==> src/rtl/cla_pkg.sv <==
// Shared definitions for the multi-word carry-lookahead adder.
//   CHUNK_W : width of one lookahead slice (fixed, not overridable)
//   state_e : top-level FSM encoding
//   clog2   : ceiling log2, used to size the chunk index counter
package cla_pkg;

    localparam int unsigned CHUNK_W = 16;

    typedef enum logic [1:0] {
        ST_IDLE = 2'd0,
        ST_RUN  = 2'd1,
        ST_DONE = 2'd2
    } state_e;

    function automatic int unsigned clog2(input int unsigned n);
        int unsigned r;
        r = 0;
        for (int i = 0; i < 32; i++) begin
            if ((64'd1 << r) < 64'(n)) begin
                r = r + 1;
            end
        end
        return r;
    endfunction

endpackage

==> src/rtl/cla16_slice.sv <==
// Combinational 16-bit carry-lookahead adder slice.
// Four 4-bit lookahead groups feed a second-level carry unit.
// Ports:
//   A, B  : 16-bit operands
//   Cin   : carry into bit 0
//   S     : 16-bit sum
//   Cout  : carry out of bit 15
//   PG/GG : slice-level propagate/generate, for chaining lookahead across slices
module cla16_slice
    import cla_pkg::*;
(
    input  logic [CHUNK_W-1:0] A,
    input  logic [CHUNK_W-1:0] B,
    input  logic               Cin,
    output logic [CHUNK_W-1:0] S,
    output logic               Cout,
    output logic               PG,
    output logic               GG
);

    logic [15:0] p;
    logic [15:0] g;
    logic [3:0]  grp_p;
    logic [3:0]  grp_g;
    logic [4:0]  grp_c;
    logic [15:0] c;

    always_comb begin
        p = A ^ B;
        g = A & B;

        for (int k = 0; k < 4; k++) begin
            grp_p[k] = &p[4*k +: 4];
            grp_g[k] = g[4*k+3]
                     | (p[4*k+3] & g[4*k+2])
                     | (p[4*k+3] & p[4*k+2] & g[4*k+1])
                     | (p[4*k+3] & p[4*k+2] & p[4*k+1] & g[4*k]);
        end

        // Second-level unit: carry into each group straight from Cin.
        grp_c[0] = Cin;
        grp_c[1] = grp_g[0] | (grp_p[0] & Cin);
        grp_c[2] = grp_g[1] | (grp_p[1] & grp_g[0]) | (grp_p[1] & grp_p[0] & Cin);
        grp_c[3] = grp_g[2] | (grp_p[2] & grp_g[1]) | (grp_p[2] & grp_p[1] & grp_g[0])
                 | (grp_p[2] & grp_p[1] & grp_p[0] & Cin);
        grp_c[4] = grp_g[3] | (grp_p[3] & grp_g[2]) | (grp_p[3] & grp_p[2] & grp_g[1])
                 | (grp_p[3] & grp_p[2] & grp_p[1] & grp_g[0])
                 | (grp_p[3] & grp_p[2] & grp_p[1] & grp_p[0] & Cin);

        // In-group carries from the group carry-in.
        for (int k = 0; k < 4; k++) begin
            c[4*k]   = grp_c[k];
            c[4*k+1] = g[4*k] | (p[4*k] & grp_c[k]);
            c[4*k+2] = g[4*k+1] | (p[4*k+1] & g[4*k]) | (p[4*k+1] & p[4*k] & grp_c[k]);
            c[4*k+3] = g[4*k+2] | (p[4*k+2] & g[4*k+1]) | (p[4*k+2] & p[4*k+1] & g[4*k])
                     | (p[4*k+2] & p[4*k+1] & p[4*k] & grp_c[k]);
        end

        S    = p ^ c;
        Cout = grp_c[4];
        PG   = &grp_p;
        GG   = grp_g[3] | (grp_p[3] & grp_g[2]) | (grp_p[3] & grp_p[2] & grp_g[1])
             | (grp_p[3] & grp_p[2] & grp_p[1] & grp_g[0]);
    end

endmodule

==> src/rtl/cla_multiword_adder.sv <==
// Multi-cycle wide adder: one 16-bit CLA slice per cycle, LSB chunk first,
// carry chained through a register; valid/ready handshake on both sides.
// Optional feature macro: SUBTRACT_EN (adds Sub input; Sub=1 computes A-B).
// Ports:
//   clk, rst_n            : clock, asynchronous active-low reset
//   in_valid/in_ready     : operand handshake (in_ready high only in IDLE)
//   A, B, Cin [, Sub]     : operands, captured on accept
//   out_valid/out_ready   : result handshake
//   S, Cout, OVF          : registered wide sum, carry out, signed overflow
module cla_multiword_adder
    import cla_pkg::*;
#(
    parameter int unsigned WORDS = 4
) (
    input  logic                     clk,
    input  logic                     rst_n,
    input  logic                     in_valid,
    output logic                     in_ready,
    input  logic [CHUNK_W*WORDS-1:0] A,
    input  logic [CHUNK_W*WORDS-1:0] B,
    input  logic                     Cin,
`ifdef SUBTRACT_EN
    input  logic                     Sub,
`endif
    output logic                     out_valid,
    input  logic                     out_ready,
    output logic [CHUNK_W*WORDS-1:0] S,
    output logic                     Cout,
    output logic                     OVF
);

    localparam int unsigned W     = CHUNK_W * WORDS;
    localparam int unsigned IDX_W = (WORDS > 1) ? clog2(WORDS) : 1;
    localparam logic [IDX_W-1:0] LAST_IDX = IDX_W'(WORDS - 1);

    state_e             state_q, state_d;
    logic [IDX_W-1:0]   idx_q, idx_d;
    logic               carry_q, carry_d;
    logic [W-1:0]       a_q, a_d;
    logic [W-1:0]       b_q, b_d;
    logic [W-1:0]       s_q, s_d;
    logic               cout_q, cout_d;
    logic               ovf_q, ovf_d;
`ifdef SUBTRACT_EN
    logic               sub_q, sub_d;
`endif

    logic [CHUNK_W-1:0] a_chunk;
    logic [CHUNK_W-1:0] b_chunk;
    logic [CHUNK_W-1:0] slice_s;
    logic               slice_cout;
    logic               slice_pg;
    logic               slice_gg;
    logic               unused_pg_gg;

    always_comb begin
        a_chunk = a_q[CHUNK_W*int'(idx_q) +: CHUNK_W];
        b_chunk = b_q[CHUNK_W*int'(idx_q) +: CHUNK_W];
`ifdef SUBTRACT_EN
        if (sub_q) begin
            b_chunk = ~b_chunk;
        end
`endif
    end

    cla16_slice u_slice (
        .A    (a_chunk),
        .B    (b_chunk),
        .Cin  (carry_q),
        .S    (slice_s),
        .Cout (slice_cout),
        .PG   (slice_pg),
        .GG   (slice_gg)
    );

    // Lookahead outputs are reserved for a cross-chunk variant.
    assign unused_pg_gg = slice_pg ^ slice_gg;

    always_comb begin
        state_d = state_q;
        idx_d   = idx_q;
        carry_d = carry_q;
        a_d     = a_q;
        b_d     = b_q;
        s_d     = s_q;
        cout_d  = cout_q;
        ovf_d   = ovf_q;
`ifdef SUBTRACT_EN
        sub_d   = sub_q;
`endif
        unique case (state_q)
            ST_IDLE: begin
                if (in_valid) begin
                    a_d     = A;
                    b_d     = B;
                    carry_d = Cin;
`ifdef SUBTRACT_EN
                    sub_d = Sub;
                    // Two's-complement subtract: ~B plus forced carry-in of 1.
                    if (Sub) begin
                        carry_d = 1'b1;
                    end
`endif
                    idx_d   = '0;
                    state_d = ST_RUN;
                end
            end
            ST_RUN: begin
                s_d[CHUNK_W*int'(idx_q) +: CHUNK_W] = slice_s;
                carry_d = slice_cout;
                if (idx_q == LAST_IDX) begin
                    cout_d  = slice_cout;
                    // Same operand signs but different result sign -> overflow.
                    ovf_d   = (a_chunk[CHUNK_W-1] == b_chunk[CHUNK_W-1])
                            && (slice_s[CHUNK_W-1] != a_chunk[CHUNK_W-1]);
                    idx_d   = '0;
                    state_d = ST_DONE;
                end else begin
                    idx_d = idx_q + IDX_W'(1);
                end
            end
            ST_DONE: begin
                if (out_ready) begin
                    state_d = ST_IDLE;
                end
            end
            default: state_d = ST_IDLE;
        endcase
    end

    always_ff @(posedge clk or negedge rst_n) begin
        if (!rst_n) begin
            state_q <= ST_IDLE;
            idx_q   <= '0;
            carry_q <= 1'b0;
            a_q     <= '0;
            b_q     <= '0;
            s_q     <= '0;
            cout_q  <= 1'b0;
            ovf_q   <= 1'b0;
`ifdef SUBTRACT_EN
            sub_q   <= 1'b0;
`endif
        end else begin
            state_q <= state_d;
            idx_q   <= idx_d;
            carry_q <= carry_d;
            a_q     <= a_d;
            b_q     <= b_d;
            s_q     <= s_d;
            cout_q  <= cout_d;
            ovf_q   <= ovf_d;
`ifdef SUBTRACT_EN
            sub_q   <= sub_d;
`endif
        end
    end

    assign in_ready  = (state_q == ST_IDLE);
    assign out_valid = (state_q == ST_DONE);
    assign S         = s_q;
    assign Cout      = cout_q;
    assign OVF       = ovf_q;

endmodule

==> config.mk <==
export PLATFORM = sky130hd
export DESIGN_NAME = cla_multiword_adder
export DESIGN_NICKNAME = d
export VERILOG_FILES = /design/src/rtl/cla_pkg.sv /design/src/rtl/cla16_slice.sv /design/src/rtl/cla_multiword_adder.sv
export SDC_FILE = /design/constraint.sdc
export NUM_CORES = 1
export LEC_CHECK = 0
export ABC_AREA = 1
export ABC_CLOCK_PERIOD_IN_PS = 5200
export CORE_MARGIN = 2
export CORE_UTILIZATION = 52
export CTS_CLUSTER_SIZE = 20
export DETAILED_ROUTE_END_ITERATION = 8
export GPL_ROUTABILITY_DRIVEN = 0
export PLACE_DENSITY_LB_ADDON = 0.1
export SLEW_MARGIN = 20
export SYNTH_ARGS = -nofsm -noshare
export SYNTH_HDL_FRONTEND = slang
export SYNTH_SLANG_ARGS = --single-unit
==> constraint.sdc <==
create_clock -name clk -period 5.2 [get_ports clk]
set_input_delay 0.78 -clock clk [delete_from_list [all_inputs] [get_ports clk]]
set_output_delay 0.78 -clock clk [all_outputs]
set_load 0.01 [all_outputs]
==> flow_metrics.py, run 1 <==
metrics = {
    "timing": {
        "rsz0062_at_grt": "no",
        "setup_viol": 0,
        "max_slew_margin": 0.395,
        "fin_skew_ns": 0.00718,
        "period_share": 0.727,
        "max_freq_mhz": 265,
        "period_needed_ns": 3.78,
        "fin_tns_setup_ns": 0,
        "slew_violations": 0,
        "hold_viol": 0,
        "tightest_slew_ns": 0.908,
    },
    "global_route": {
        "grt_pass1_vias": 6949,
        "globalRouteTotalUtil": 0.249,
        "grt_pass1_wl_um": 35600,
        "grt_max_degree": 104,
        "met2_usage": 0.396,
        "top_usage_layer": "met2",
        "antenna_found_initial": 0,
        "gr-usage-met1": 0.355,
        "grt_overflow_total": 0,
        "grtUsageMet3": 0.0396,
    },
    "yosys": {
        "synth_warnings": 0,
        "synth_top_family_by_area": "multiplexers",
        "synth.avg_cell_area_um2": 10.7,
        "synth_fa_ha_area_frac": 0.0385,
        "synth_xor_area_frac": 0.00570,
        "synth.distinct_cells": 37,
        "synthCells": 864,
        "netlist_area_um2": 9220,
        "yosysSeqAreaShare": 0.540,
        "synth_compound_area_frac": 0.0950,
        "synth_nets": 1023,
        "synthMuxAreaShare": 0.156,
        "ys_ff_latch": 199,
        "synthSimpleGateAreaFrac": 0.121,
    },
    "critical_path": {
        "path_class": "reg2reg",
        "crit_arrival_ns": 4.13,
        "path_max_fanout": 34,
        "start_kind": "flop",
        "worstSetupEndpointType": "flop",
        "required_ns": 5.54,
    },
    "clock_network": {
        "cts_tree": "yes",
        "clockBufferDepth": 2,
        "cts_resized": 0,
        "cts_hold_buf": 0,
        "numCtsBuffers": 17,
        "htreeDepth": 4,
        "ctsRootBufferMaster": "clkbuf_16",
        "cts.clk_slew.worst_paths_ns": 0.07,
        "clock_latency_ns": 0.43,
        "post-cts-setup-buffer-count": 0,
        "clock_sinks": 199,
    },
    "floorplanning": {
        "die-area_um2": 18800,
        "start_util": 0.533,
        "die_h_um": 137,
        "core_um2": 17300,
        "die_w_um": 137,
        "io-pin-count": 201,
        "num_rows": 48,
    },
    "route": {
        "routed_wl_um": 22600,
        "drt_iter0_drc": 448,
        "postRouteAntennaNets": 0,
        "wire_per_inst_um": 17.7,
        "dr.pass1.iters": 5,
        "drc": 0,
        "vias_per_cell": 5.47,
        "vias": 6993,
    },
    "run": {
        "cap_violations": 0,
    },
    "layout": {
        "layout_common_cells": "199 x clkdlybuf4s50_1, 198 x dfrtp_1, 148 x nand2_1, 128 x mux2_2, 86 x o21ai_0",
        "post-route-util": 0.689,
        "nets": 1202,
        "layout_commonest_cell": "clkdlybuf4s50_1",
        "syn2layout_area_growth_pct": 29.2,
        "antenna_cells": 0,
        "drive_above_1_share": 0.167,
    },
    "place": {
        "io_buffers": 200,
        "dp_hpwl_um": 16000,
    },
    "power": {
        "static-leakage-power_uw": 0.00530,
        "power_density_nw_per_um2": 732,
        "peakVddDrop_mv": 0.453,
    },
    "hold_path": {
        "hold_class": "in2async",
    },
    "run_status": {
        "status": "finished, final reports clean",
    },
}
kinds of logic (layout without fill, tap and decap cells):
| kind of cell | Yosys count | in the layout |
|---|---|---|
| XOR/XNOR | 6 | 6 |
| buffers and inverters | 83 | 273 |
| AO/OA/AOI/OAI | 152 | 152 |
| flip-flops | 199 | 199 |
| multiplexers | 128 | 128 |
| AND/OR/NAND/NOR | 270 | 270 |
| adder cells (fa/ha/maj) | 26 | 26 |
routing by layer:
layer	up-vias	part of all wire
met5	-	0
met4	0	0.011
met3	20	0.060
met2	243	0.48
met1	3415	0.45
li1	3315	-
metrics by stage:
stage | area (um^2) | setup WS (ns) | total power, uW | hold slack [ns] | cells
after floorplan | 9220 | 2.05 | 5830 | 0.474 | 864
after global placement | 11300 | 1.63 | 7250 | 0.463 | 1249
after detailed placement | 11300 | 1.53 | 7380 | 0.469 | 1249
after CTS | 11900 | 1.47 | 8720 | 0.471 | 1279
after global routing | 11900 | 1.15 | 9390 | 0.494 | 1279
final | 11900 | 1.42 | 8720 | 0.436 | 1279
Yosys cell counts (all sizes together):
library cell    n  area, um^2
dfrtp         199        4980
nand2         151         572
mux2          128        1440
o21ai          93         465
nor2           81         323
inv            36         135
o22ai          30         188
clkbuf         24        90.1
nand3          24         120
buf            22         169
ha             22         275
a22o           11        96.3
nand4           9        56.3
a21oi           7        35.0
fa              4        80.1
a32o            3        30.0
xnor2           3        26.3
xor2            3        26.3
a31oi           2        12.5
a32oi           2        17.5
o21bai          2        15.0
a221oi          1        8.76
and2            1        6.26
and3            1        6.26
clkinv          1        3.75
nand3b          1        7.51
nor4            1        21.3
o31ai           1        7.51
or2             1        6.26
path summary, 6_finish.rpt:
path                                from  endpoint  slack [ns]  depth (start not counted)
worst max-delay path            idx_q[1]     S[29]        1.42                         17
worst min-delay path               rst_n     S[48]        0.44                          1
worst max register to register  idx_q[1]     S[29]        1.42                         17
worst min register to register     S[58]     S[58]        0.48                          2
max in group asynchronous          rst_n   b_q[57]        3.77                          2
min in group clk                   S[58]     S[58]        0.48                          2
area by class of cell:
class	count	area, um^2
clock inverters	10	120
flip-flops and latches	199	4980
repair buffers	206	2080
clock buffers	20	467
well taps	225	282
multi-input cells	582	3850
fillers	1363	5380
inverters	37	139
where the power goes:
part	switching, uW	internal [uW]
combinational	2770	1980
clock	576	746
sequential	391	2250
total	3740	4980
state kept, by name, summed over array words and instances, names as in the netlist:
register  count
a_q          64
Cout          1
S            64
state_q       2
carry_q       1
b_q          64
OVF           1
idx_q         2
critical path, cell delays in order (launching register included):
cell	delay, ns
dfrtp_1	0.32
buf_4	0.34
clkinv_1	0.56
buf_4	0.41
o21ai_0	0.12
o22ai_1	0.12
ha_1	0.34
nand2_1	0.11
inv_1	0.04
nand2_1	0.05
nand2_1	0.04
a21oi_1	0.11
nand2_1	0.12
fa_1	0.40
xnor2_1	0.16
nor2_1	0.13
nand2_1	0.09
o21ai_0	0.19
Power figures use the tool's default switching activity.
==> inputs of run 2 (changes only) <==
--- a/config.mk
+++ b/config.mk
@@ -6,9 +6,9 @@
 export NUM_CORES = 1
 export LEC_CHECK = 0
 export ABC_AREA = 1
-export ABC_CLOCK_PERIOD_IN_PS = 5200
+export ABC_CLOCK_PERIOD_IN_PS = 3100
 export CORE_MARGIN = 2
-export CORE_UTILIZATION = 52
+export CORE_UTILIZATION = 46
 export CTS_CLUSTER_SIZE = 20
 export DETAILED_ROUTE_END_ITERATION = 8
 export GPL_ROUTABILITY_DRIVEN = 0
==> constraint.sdc (replaced) <==
create_clock -name clk -period 3.1 [get_ports clk]
set_input_delay 0.465 -clock clk [delete_from_list [all_inputs] [get_ports clk]]
set_output_delay 0.465 -clock clk [all_outputs]
set_load 0.01 [all_outputs]
==> run 2 against run 1 <==
  * First-iteration DRC count is 15% lower
  * Sequential power grew 69%
  * Power rose by 77%
  * Global-route usage decreased by 2.3 points
  * Sequential share of layout area shrank 1.4 points
  * Final area rose by 3.5%
  * Clock power increased by 77%
  * Routed wire length grew 3.7%
  * Critical path depth decreased by 4
  * Setup slack got worse by 1.2 ns
  * Critical path type unchanged
  * Critical endpoint is now S[37]
  * Highest routed layer unchanged
==> flow_metrics.py, run 2 (synthesized netlist as in run 1, its figures left out) <==
metrics = {
    "floorplanning": {
        "start_util": 0.471,
        "die-area_um2": 21200,
        "die_w_um": 146,
        "core_um2": 19600,
        "die_h_um": 146,
        "io-pin-count": 201,
        "num_rows": 51,
    },
    "route": {
        "vias": 7105,
        "drc": 0,
        "dr.pass1.iters": 4,
        "routed_wl_um": 23400,
        "vias_per_cell": 5.30,
        "drt_iter0_drc": 380,
        "postRouteAntennaNets": 0,
        "wire_per_inst_um": 17.5,
    },
    "timing": {
        "max_freq_mhz": 343,
        "max_slew_margin": 0.497,
        "setup_viol": 0,
        "hold_ws_ns": 0.107,
        "slew_violations": 0,
        "hold_viol": 0,
        "period_needed_ns": 2.91,
        "tightest_slew_ns": 0.754,
        "fin_skew_ns": 0.00929,
        "fin_tns_setup_ns": 0,
        "period_share": 0.940,
    },
    "clock_network": {
        "clockBufferDepth": 2,
        "clock_sinks": 199,
        "numCtsBuffers": 17,
        "clock_latency_ns": 0.43,
        "cts.clk_slew.worst_paths_ns": 0.07,
        "cts_tree": "yes",
        "ctsRootBufferMaster": "clkbuf_16",
        "htreeDepth": 4,
    },
    "layout": {
        "layout_common_cells": "199 x clkdlybuf4s50_1, 198 x dfrtp_1, 147 x nand2_1, 128 x mux2_2",
        "post-route-util": 0.629,
        "layout_commonest_cell": "clkdlybuf4s50_1",
        "instances_no_fill": 1340,
        "drive_above_1_share": 0.195,
        "antenna_cells": 0,
        "syn2layout_area_growth_pct": 33.7,
        "num-fill-cells": 1631,
        "nets": 1221,
    },
    "power": {
        "p_total_uw": 15400,
        "peakVddDrop_mv": 0.736,
        "power_density_nw_per_um2": 1250,
        "static-leakage-power_uw": 0.00546,
    },
    "global_route": {
        "globalRouteTotalUtil": 0.226,
        "grt_pass1_wl_um": 38200,
        "antenna_found_initial": 0,
        "grt_max_degree": 91,
        "grt_overflow_total": 0,
        "grt_pass1_vias": 7089,
    },
    "place": {
        "dp_hpwl_um": 16800,
        "post-place-cells": 1304,
        "io_buffers": 200,
    },
    "critical_path": {
        "crit_path_top_delay_cell": "dfrtp_2",
        "worstSetupEndpointType": "flop",
        "start_kind": "flop",
        "crit_arrival_ns": 3.23,
        "path_class": "reg2reg",
        "required_ns": 3.42,
        "cpPeakStageDelay_ns": 0.47,
        "path_max_fanout": 21,
        "path_cells": "buf_4 > clkbuf_16 > o21ai_0 > o22ai_1 > ha_1 > nand2_1 > nand3b_1 > nand2_1 > buf_4 > fa_1 > xnor2_2 > nor2_2 > a22o_1",
    },
    "run": {
        "cap_violations": 0,
    },
    "run_status": {
        "status": "finished, final reports clean",
    },
    "hold_path": {
        "hold_class": "in2async",
    },
}
-- run 2: cell types whose count changed in the layout (fill, tap and decap cells not counted), moves of 3 or more --
cell,change
buf_4,+9
o21ai_0,-9
o21ai_1,+9
buf_12,+6
ha_1,-3
-- run 2: critical path: cells and delay by family, from the launching register on --
kind,cells,cell delay [ns]
and+or+nand+nor,4,0.35
buffers and inverters,3,0.50
xor gates and xnor gates,1,0.21
AOI/OAI and AO/OA,3,0.52
DFF,1,0.47
adders and majority gates,2,0.75
-- run 2: path summary, 6_finish.rpt --
path                          start      end  slack, ns  cells after the start
max                        idx_q[0]    S[37]       0.19                     13
min                           rst_n    S[51]       0.11                      1
max reg2reg                idx_q[0]    S[37]       0.19                     13
min reg2reg                   S[46]    S[46]       0.48                      2
max in group asynchronous     rst_n  b_q[21]       2.25                      2
min in group clk              S[46]    S[46]       0.48                      2
-- run 2: metrics by stage --
| stage | setup WS [ns] | cell area, um^2 |
|---|---|---|
| after global placement | 0.183 | 11600 |
| final | 0.186 | 12300 |
| after global routing | -0.000736 | 12300 |
| after floorplan | 0.0680 | 9220 |
| after detailed placement | 0.100 | 11600 |
| after CTS | 0.0686 | 12200 |
-- run 2: area by class of cell --
class	instances	area, um^2	area share
Sequential cell	199	4980	0.404
Multi-Input combinational cell	582	3910	0.317
Timing Repair Buffer	225	2340	0.190
Clock buffer	19	453	0.0367
Tap cell	265	332	0.0269
Clock inverter	13	166	0.0135
Inverter	37	144	0.0117
-- run 2: what timing repair did --
action / 4_1_cts / 5_1_grt
endpoints found under the hold margin: 0 / 0
setup endpoints to repair: 0 / 16
hold buffers: 0 / 0
buffers inserted: 0 / 2
gates resized for setup: 0 / 27
-- run 2: power breakdown --
part	internal (uW)	switching [uW]	leakage, uW
Sequential	3780	672	0.00247
Combinational	3790	4830	0.00269
Clock	1320	1010	0.000302
Total	8890	6510	0.00546
-- run 2: routing by layer --
metal,wire (um),up-vias,share of wire,GRT usage
li1,-,3360,-,-
met1,10900,3476,0.47,0.325
met2,10900,245,0.47,0.358
met3,1250,24,0.053,0.0379
met4,309,0,0.013,0.0588
met5,0,-,0,0
